<file path="config.mk">
export PLATFORM = sky130hd
export DESIGN_NAME = multu_seq_unit_flat
export DESIGN_NICKNAME = d
export VERILOG_FILES = /design/src/rtl/multu_seq_if.sv /design/src/rtl/multu_seq_unit.sv /design/src/flat_wrapper.sv
export SDC_FILE = /design/constraint.sdc
export NUM_CORES = 1
export LEC_CHECK = 0
export BUFFER_PORTS_ARGS = -buffer_cell sky130_fd_sc_hd__buf_2
export CORE_ASPECT_RATIO = 0.75
export CORE_MARGIN = 3
export CORE_UTILIZATION = 40
export CTS_BUF_LIST = sky130_fd_sc_hd__clkbuf_4 sky130_fd_sc_hd__clkbuf_8
export DETAILED_ROUTE_END_ITERATION = 12
export GPL_TIMING_DRIVEN = 0
export SYNTH_ARGS = -nofsm -noshare
export SYNTH_HDL_FRONTEND = slang
export SYNTH_SLANG_ARGS = --single-unit
</file>
<file path="constraint.sdc">
create_clock -name clk -period 2.7 [get_ports clk]
set_input_delay 0.27 -clock clk [delete_from_list [all_inputs] [get_ports clk]]
set_output_delay 0.27 -clock clk [all_outputs]
set_load 0.05 [all_outputs]
</file>
<file path="src/rtl/multu_seq_if.sv">
// ----------------------------------------------------------------------------
// multu_seq_if
// Bundle between the EX stage and the sequential MULTU unit that owns HI/LO.
//   start   : EX -> unit, request a MULTU (sampled only when the unit is idle)
//   op_a    : EX -> unit, multiplicand (rs)
//   op_b    : EX -> unit, multiplier (rt)
//   busy    : unit -> EX, multiplication in progress (pipeline stall)
//   done    : unit -> EX, one-cycle pulse, fresh HI/LO this cycle
//   hi_out  : unit -> EX, HI register (upper half of last product)
//   lo_out  : unit -> EX, LO register (lower half of last product)
// master = EX side, slave = multiplier unit.
// ----------------------------------------------------------------------------
interface multu_seq_if #(
  parameter int unsigned WIDTH = 32
);

  logic             start;
  logic [WIDTH-1:0] op_a;
  logic [WIDTH-1:0] op_b;
  logic             busy;
  logic             done;
  logic [WIDTH-1:0] hi_out;
  logic [WIDTH-1:0] lo_out;

  modport master (
    output start, op_a, op_b,
    input  busy, done, hi_out, lo_out
  );

  modport slave (
    input  start, op_a, op_b,
    output busy, done, hi_out, lo_out
  );

endinterface

</file>
<file path="src/rtl/multu_seq_unit.sv">
// ----------------------------------------------------------------------------
// multu_seq_unit
// Radix-2 shift-add unsigned multiplier holding the MIPS HI/LO pair.
// One partial product per cycle: WIDTH cycles of busy per MULTU, then a
// single done cycle in which the new HI/LO are visible.
// Ports:
//   clk  : system clock, rising edge
//   rst  : synchronous active-high reset, overrides an in-flight operation
//   bus  : multu_seq_if.slave (start/op_a/op_b in, busy/done/hi_out/lo_out out)
// ----------------------------------------------------------------------------
module multu_seq_unit #(
  parameter int unsigned WIDTH = 32
) (
  input  logic        clk,
  input  logic        rst,
  multu_seq_if.slave  bus
);

  localparam int unsigned CNT_W  = (WIDTH > 1) ? $clog2(WIDTH) : 1;
  localparam int unsigned PROD_W = 2 * WIDTH;

  localparam logic [1:0] IDLE = 2'd0;
  localparam logic [1:0] RUN  = 2'd1;
  localparam logic [1:0] DONE = 2'd2;

  logic [1:0]        state;
  logic [1:0]        state_nxt;
  logic [WIDTH-1:0]  mcand;
  logic [WIDTH-1:0]  mcand_nxt;
  logic [PROD_W-1:0] prod;
  logic [PROD_W-1:0] prod_nxt;
  logic [CNT_W-1:0]  cnt;
  logic [CNT_W-1:0]  cnt_nxt;
  logic [WIDTH-1:0]  hi_q;
  logic [WIDTH-1:0]  hi_nxt;
  logic [WIDTH-1:0]  lo_q;
  logic [WIDTH-1:0]  lo_nxt;
  logic              busy_q;
  logic              done_q;
  logic [WIDTH:0]    carry_sum;

  // State register and registered outputs.
  always_ff @(posedge clk) begin
    if (rst) begin
      state  <= IDLE;
      mcand  <= '0;
      prod   <= '0;
      cnt    <= '0;
      hi_q   <= '0;
      lo_q   <= '0;
      busy_q <= 1'b0;
      done_q <= 1'b0;
    end else begin
      state  <= state_nxt;
      mcand  <= mcand_nxt;
      prod   <= prod_nxt;
      cnt    <= cnt_nxt;
      hi_q   <= hi_nxt;
      lo_q   <= lo_nxt;
      // busy/done are decodes of the next state, registered alongside it
      busy_q <= (state_nxt == RUN);
      done_q <= (state_nxt == DONE);
    end
  end

  // Next-state and datapath step.
  always_comb begin
    state_nxt = state;
    mcand_nxt = mcand;
    prod_nxt  = prod;
    cnt_nxt   = cnt;
    hi_nxt    = hi_q;
    lo_nxt    = lo_q;

    // Extra top bit keeps the carry out of the partial-product add.
    carry_sum = {1'b0, prod[PROD_W-1:WIDTH]}
              + (prod[0] ? {1'b0, mcand} : {(WIDTH+1){1'b0}});

    case (state)
      IDLE, DONE: begin
        if (bus.start) begin
          mcand_nxt = bus.op_a;
          prod_nxt  = {{WIDTH{1'b0}}, bus.op_b};
          cnt_nxt   = '0;
          state_nxt = RUN;
        end else begin
          state_nxt = IDLE;
        end
      end

      RUN: begin
        // {carry_sum, P_lo} >> 1: the multiplier bits shift out at the bottom.
        prod_nxt = {carry_sum, prod[WIDTH-1:1]};
        cnt_nxt  = cnt + CNT_W'(1);
        if (cnt == CNT_W'(WIDTH - 1)) begin
          hi_nxt    = prod_nxt[PROD_W-1:WIDTH];
          lo_nxt    = prod_nxt[WIDTH-1:0];
          state_nxt = DONE;
        end
      end

      default: state_nxt = IDLE;
    endcase
  end

  assign bus.busy   = busy_q;
  assign bus.done   = done_q;
  assign bus.hi_out = hi_q;
  assign bus.lo_out = lo_q;

endmodule

</file>
<file path="src/flat_wrapper.sv">
// flat-port wrapper written by rule: the top's interface ports become plain ports
module multu_seq_unit_flat 
#(
  parameter int unsigned WIDTH = 32
)
  (clk, rst, bus_start, bus_op_a, bus_op_b, bus_busy, bus_done, bus_hi_out, bus_lo_out);
  multu_seq_if #(.WIDTH(WIDTH)) bus_i ();
  input  logic clk;
  input  logic rst;
  input wire logic [$bits(bus_i.start)-1:0] bus_start;
  input wire logic [$bits(bus_i.op_a)-1:0] bus_op_a;
  input wire logic [$bits(bus_i.op_b)-1:0] bus_op_b;
  output wire logic [$bits(bus_i.busy)-1:0] bus_busy;
  output wire logic [$bits(bus_i.done)-1:0] bus_done;
  output wire logic [$bits(bus_i.hi_out)-1:0] bus_hi_out;
  output wire logic [$bits(bus_i.lo_out)-1:0] bus_lo_out;
  assign bus_i.start = bus_start;
  assign bus_i.op_a = bus_op_a;
  assign bus_i.op_b = bus_op_b;
  assign bus_busy = bus_i.busy;
  assign bus_done = bus_i.done;
  assign bus_hi_out = bus_i.hi_out;
  assign bus_lo_out = bus_i.lo_out;
  multu_seq_unit #(.WIDTH(WIDTH)) u_core (.clk(clk), .rst(rst), .bus(bus_i));
endmodule
</file>
# Word-level counts from Yosys, hierarchy flattened
# Index checks and enable logic that the tools add are counted.
# classes
n_addsub	2
reduce_logical	6
n_eq_ne	6
muxes	8
# op_table
op	count
64-bit one-hot mux with 2 select lines	1
64-bit two-way mux	1
32-bit by 33-bit adder with 33-bit output	1
32-bit two-way mux	1
5-bit one-hot mux with 2 select lines	1
2-bit AND reduction	3
5-bit by 1-bit adder with 5-bit output, second input constant	1
5-bit == test, second input constant	1
5-bit two-way mux	1
2-bit by 1-bit == test with 1-bit output, second input constant	2
2-bit == test, second input constant	2
2-bit one-hot mux with 2 select lines	1
2-bit zero test	1
2-bit two-way mux	1
2-bit inequality test, second input constant	1
2-bit nonzero test	1
2-bit OR reduction	1
1-bit two-way mux	1
# word_totals
word_cells	30
inputBits	67
reg_bits	169

# Depth between registers and ports, before layout
# logic_depth
ltp_word	4
depth_mapped	12

# Worst setup path after synthesis
# No wires, ideal clock.
# synth_path
kind	register -> register
from	register u_core.prod[0]
to	register u_core.hi_q[25] (netlist: u_core.bus.hi_out[25])
arrival_ps	2706
path_buffers	1
setup_time_ps	132
setup_slack_ps	-138
stages_incl_launch_ff	12
path_cell_list	dfxtp_1 -> clkbuf_1 -> and2_1 -> fa_1 -> a21o_1 -> a221oi_2 -> o22ai_2 -> o311ai_4 -> a21oi_1 -> or3_1 -> nand3_1 -> a21oi_1
# synth_between
elab_chain_cells	2
# synth_rtl
element	line	rtl
from (decl)	multu_seq_unit.sv:30	logic [PROD_W-1:0] prod;
from (signal assigned)	multu_seq_unit.sv:56	prod <= prod_nxt;
32-bit two-way mux	multu_seq_unit.sv:77	+ (prod[0] ? {1'b0, mcand} : {(WIDTH+1){1'b0}});
32-bit by 33-bit adder with 33-bit output	multu_seq_unit.sv:77	
to (signal assigned)	multu_seq_unit.sv:58	hi_q <= hi_nxt;
to (decl)	multu_seq_unit.sv:34	logic [WIDTH-1:0] hi_q;
# Every way passes these cells.
# A chain may end at the register's enable or synchronous reset.

# Final worst setup path
# Ends and elaborated chain as after synthesis.

==> metrics.md <==
| Metric | Value |
|---|---|
| Post-synth EDFFs | 0 |
| Commonest non-fill, non-tap cell in the layout | nand2_1 |
| PD cells | between 400 and 500 nW/um2 |
| Drt drc | 0 |
| Yosys warning count | 0 |
| Post-DP HPWL | 17300 um |
| Crit Path Category | flop to flop |
| Core Util, Final | 0.524 |
| Clock buffer count from CTS | 17 |
| Final worst slack | -0.238 ns |
| Clock Path Buffers | 2 |
| Status | finished, violations left |
| Nature of the critical path endpoint | flop |
| Post-route ant nets | 0 |
| Post-synthesis instance total | 983 |
| Initial antenna violation count | 0 |
| Top FF cell, synth | dfxtp_1 |
| Iteration-0 DRC count of the detailed router | 494 |
| Critical Path AT | roughly 3.3 ns |
| Crit path from | u_core.prod[0]$_SDFFE_PP0P_ |
| # setup viols final | 31 |
| Ratio of cells with drive above 1 in the final layout | 0.232 |
| Max Transition Viols Final | 0 |
| Pre-CTS WS | -0.808 ns |
| GRT Residual Overflow | 0 |
| Clock-pin slew on the worst setup and hold paths | 0.10 ns |
| Routed length per instance | 16.9 um |
| Gpl congestion | 0.928 |
| Die width | 168 um |
| CP Data Required Time | 3.03 ns |
| Total GRT Usage | 0.222 |
| Vias/cell | 5.39 |
| Hold WC Path Type | primary input to flop |
| Number of global-route vias before repair | 7282 |
| #FFs+latches synth | approximately 170 |
| Cell Count, Final, Fillers Out | 1413 |
| Fin crit share | 1.09 |
| Violated checks | negative setup slack |
| Unrepaired setup endpoints after global routing | yes |
| Drt total wl | 23800 um |
| Worst r2r src | u_core.prod[0]$_SDFFE_PP0P_ |
| Distinct cells, synth | 57 |
| Hold Startpoint | bus_op_a[16] |
| Initial Utilization | 0.418 |
| Worst-Margin Slew | just under 0.9 ns |
| VDD IR max | 0.310 mV |
| Antenna diode count | 0 |
| Synth-to-Final Area Change | 25.4% |
| # IOs | about 130 |
| Hold Path Stages | 3 |
| Max frequency | 340 MHz |
| Skew-Pair Late Insertion Delay | between 0.4 and 0.5 ns |
| Die height | 128 um |
| Detailed Routing Iterations Pass 1 | 5 |
| Layout net count | about 1.3k |
| Worst setup SP type | flop |
| Clock Skew | around 0.013 ns |
| Vias post-DR | between 7k and 8k |
| Die area | 21500 um2 |
| Synthesized cell area | 7890 um2 |
| Clk sinks | about 170 |
| Hold Violations, Final | 0 |
| Power, Total | 4.79 mW |
| Tmin final | 2.94 ns |
| Total negative slack | -3.51 ns |
| LEAKAGE | 4.11 nW |
| Root Buffer | clkbuf_8 |
| Fill count | 1863 |
| Syn avg cell area | 8.02 um2 |
| # rows | 43 |
| Register area share after synthesis | 0.429 |
| I/O Buffers | 131 |
| Crit Path Max Fanout | 7 |
| Largest net degree at the start of global routing | 18 |
| Global-route wire length before repair | 38300 um |
| Max_cap viols | 0 |
| CTS tree | built |
| Reg2Reg Depth | 11 |
| CORE AREA | 18900 um2 |
| H-tree depth | 4 |
| Relative slew slack | 0.424 |
| Syn Nets | 1085 |
| Async set or reset register ratio after synthesis | 0 |
| Placed insts | 1361 |
| Most frequent cells in the layout | 230 x nand2_1, 168 x dfxtp_1, 142 x a21oi_1 |
[registers in the layout, indices dropped and copies added (netlist names)]
signal             cells
u_core.prod           64
u_core.bus.hi_out     32
u_core.bus.lo_out     32
u_core.mcand          32
u_core.cnt             5
u_core.state           2
u_core.bus.busy        1
u_core.bus.done        1
[metrics by stage]
| stage | cell area, um2 | hold WS, ns |
|---|---|---|
| after floorplan | 7900 | 0.406 |
| after global placement | 8870 | 0.430 |
| after detailed placement | 8870 | 0.437 |
| after CTS | 9730 | 0.000663 |
| after global routing | 9890 | 0.0165 |
| final | 9890 | 0.0240 |
[layout make-up]
class | count | area [um2] | area share
Buffer | 67 | 277 | 0.0280
Sequential cell | 169 | 3390 | 0.342
Tap cell | 247 | 309 | 0.0312
Inverter | 11 | 41.3 | 0.00417
Clock buffer | 18 | 248 | 0.0250
Timing Repair Buffer | 158 | 865 | 0.0874
Multi-Input combinational cell | 729 | 4630 | 0.468
Clock inverter | 14 | 136 | 0.0138
[path summary, 6_finish.rpt]
check | slack [ns] | endpoint
setup reg to reg | -0.24 | u_core.bus.hi_out[25]$_SDFFE_PP0P_
setup / recovery | -0.24 | u_core.bus.hi_out[25]$_SDFFE_PP0P_
hold reg to reg | 0.45 | u_core.bus.hi_out[15]$_SDFFE_PP0P_
hold / removal | 0.02 | u_core.mcand[16]$_SDFFE_PP0P_
[cells by family (layout without fill, tap and decap cells)]
logic type                 after synthesis  in the layout  synth area share
xor gates and xnor gates                27             27            0.0300
adders and majority gates               35             35            0.0565
buffers and inverters                   85            268            0.0406
and+or+nand+nor                        372            372             0.208
DFF                                    169            169             0.429
AOI/OAI and AO/OA                      295            295             0.236
[report_power, final]
part / total [mW] / switching [mW] / leakage (nW) / internal, mW
clock: 1.77 / 1.07 / 0.185 / 0.699
combinational: 0.413 / 0.271 / 2.55 / 0.142
sequential: 2.61 / 0.0489 / 1.37 / 2.56
[layer usage]
layer  up-vias  wire [um]  GRT usage
met4         0        399     0.0669
met1      3607      11900      0.320
li1       3757          -          -
met2       218      10200      0.340
met3        32       1340     0.0396
met5         -          0          0
[worst max-delay path, stage by stage (launching register included)]
cell and delay, ns:
dfxtp_4 0.41, and2_4 0.16, ha_4 0.16, fa_2 0.35
a21o_1 0.22, a221oi_4 0.29, o22ai_2 0.15, o311ai_4 0.36
a21oi_2 0.13, or3_1 0.40, nand3_1 0.10, a21oi_1 0.06
[cells in the mapped netlist, types with 2 or more instances]
library cell  number  area share
nand2_1          232        0.11
o21ai_0           23       0.015
xor2_1            14       0.016
a22oi_1           46       0.044
buf_1              4      0.0019
nand3_1           15      0.0095
or4_1              3      0.0029
clkbuf_1          69       0.033
nor3_1             7      0.0044
a21o_1            15       0.014
a21oi_1          152       0.096
o21ai_1            4      0.0025
o21a_1             2      0.0019
and2_1            37       0.029
or3_1              5      0.0040
nand3b_1           2      0.0019
a21oi_2            3      0.0033
a31o_1             2      0.0022
ha_1              34       0.054
nor2b_1            4      0.0032
a221oi_1           2      0.0022
a22o_1            11       0.012
o211ai_1           3      0.0029
nand4_1           12      0.0095
xnor2_1           13       0.014
a31oi_1            5      0.0040
inv_1             11      0.0052
and4_1             2      0.0022
a211o_1            3      0.0033
nand2b_1           5      0.0040
o21bai_1           6      0.0057
dfxtp_1          169        0.43
and3_1             7      0.0056
nor2_1            38       0.018
[what timing repair did]
action                                  4_1_cts  5_1_grt
cloned                                        1        0
hold buffers                                  1        0
hold endpoints to repair                      1        0
buffers inserted                             20        6
pin swaps                                    34       18
endpoints found under the setup margin       49       51
resized for setup                            57       36
(Power assumes the default switching activity.)
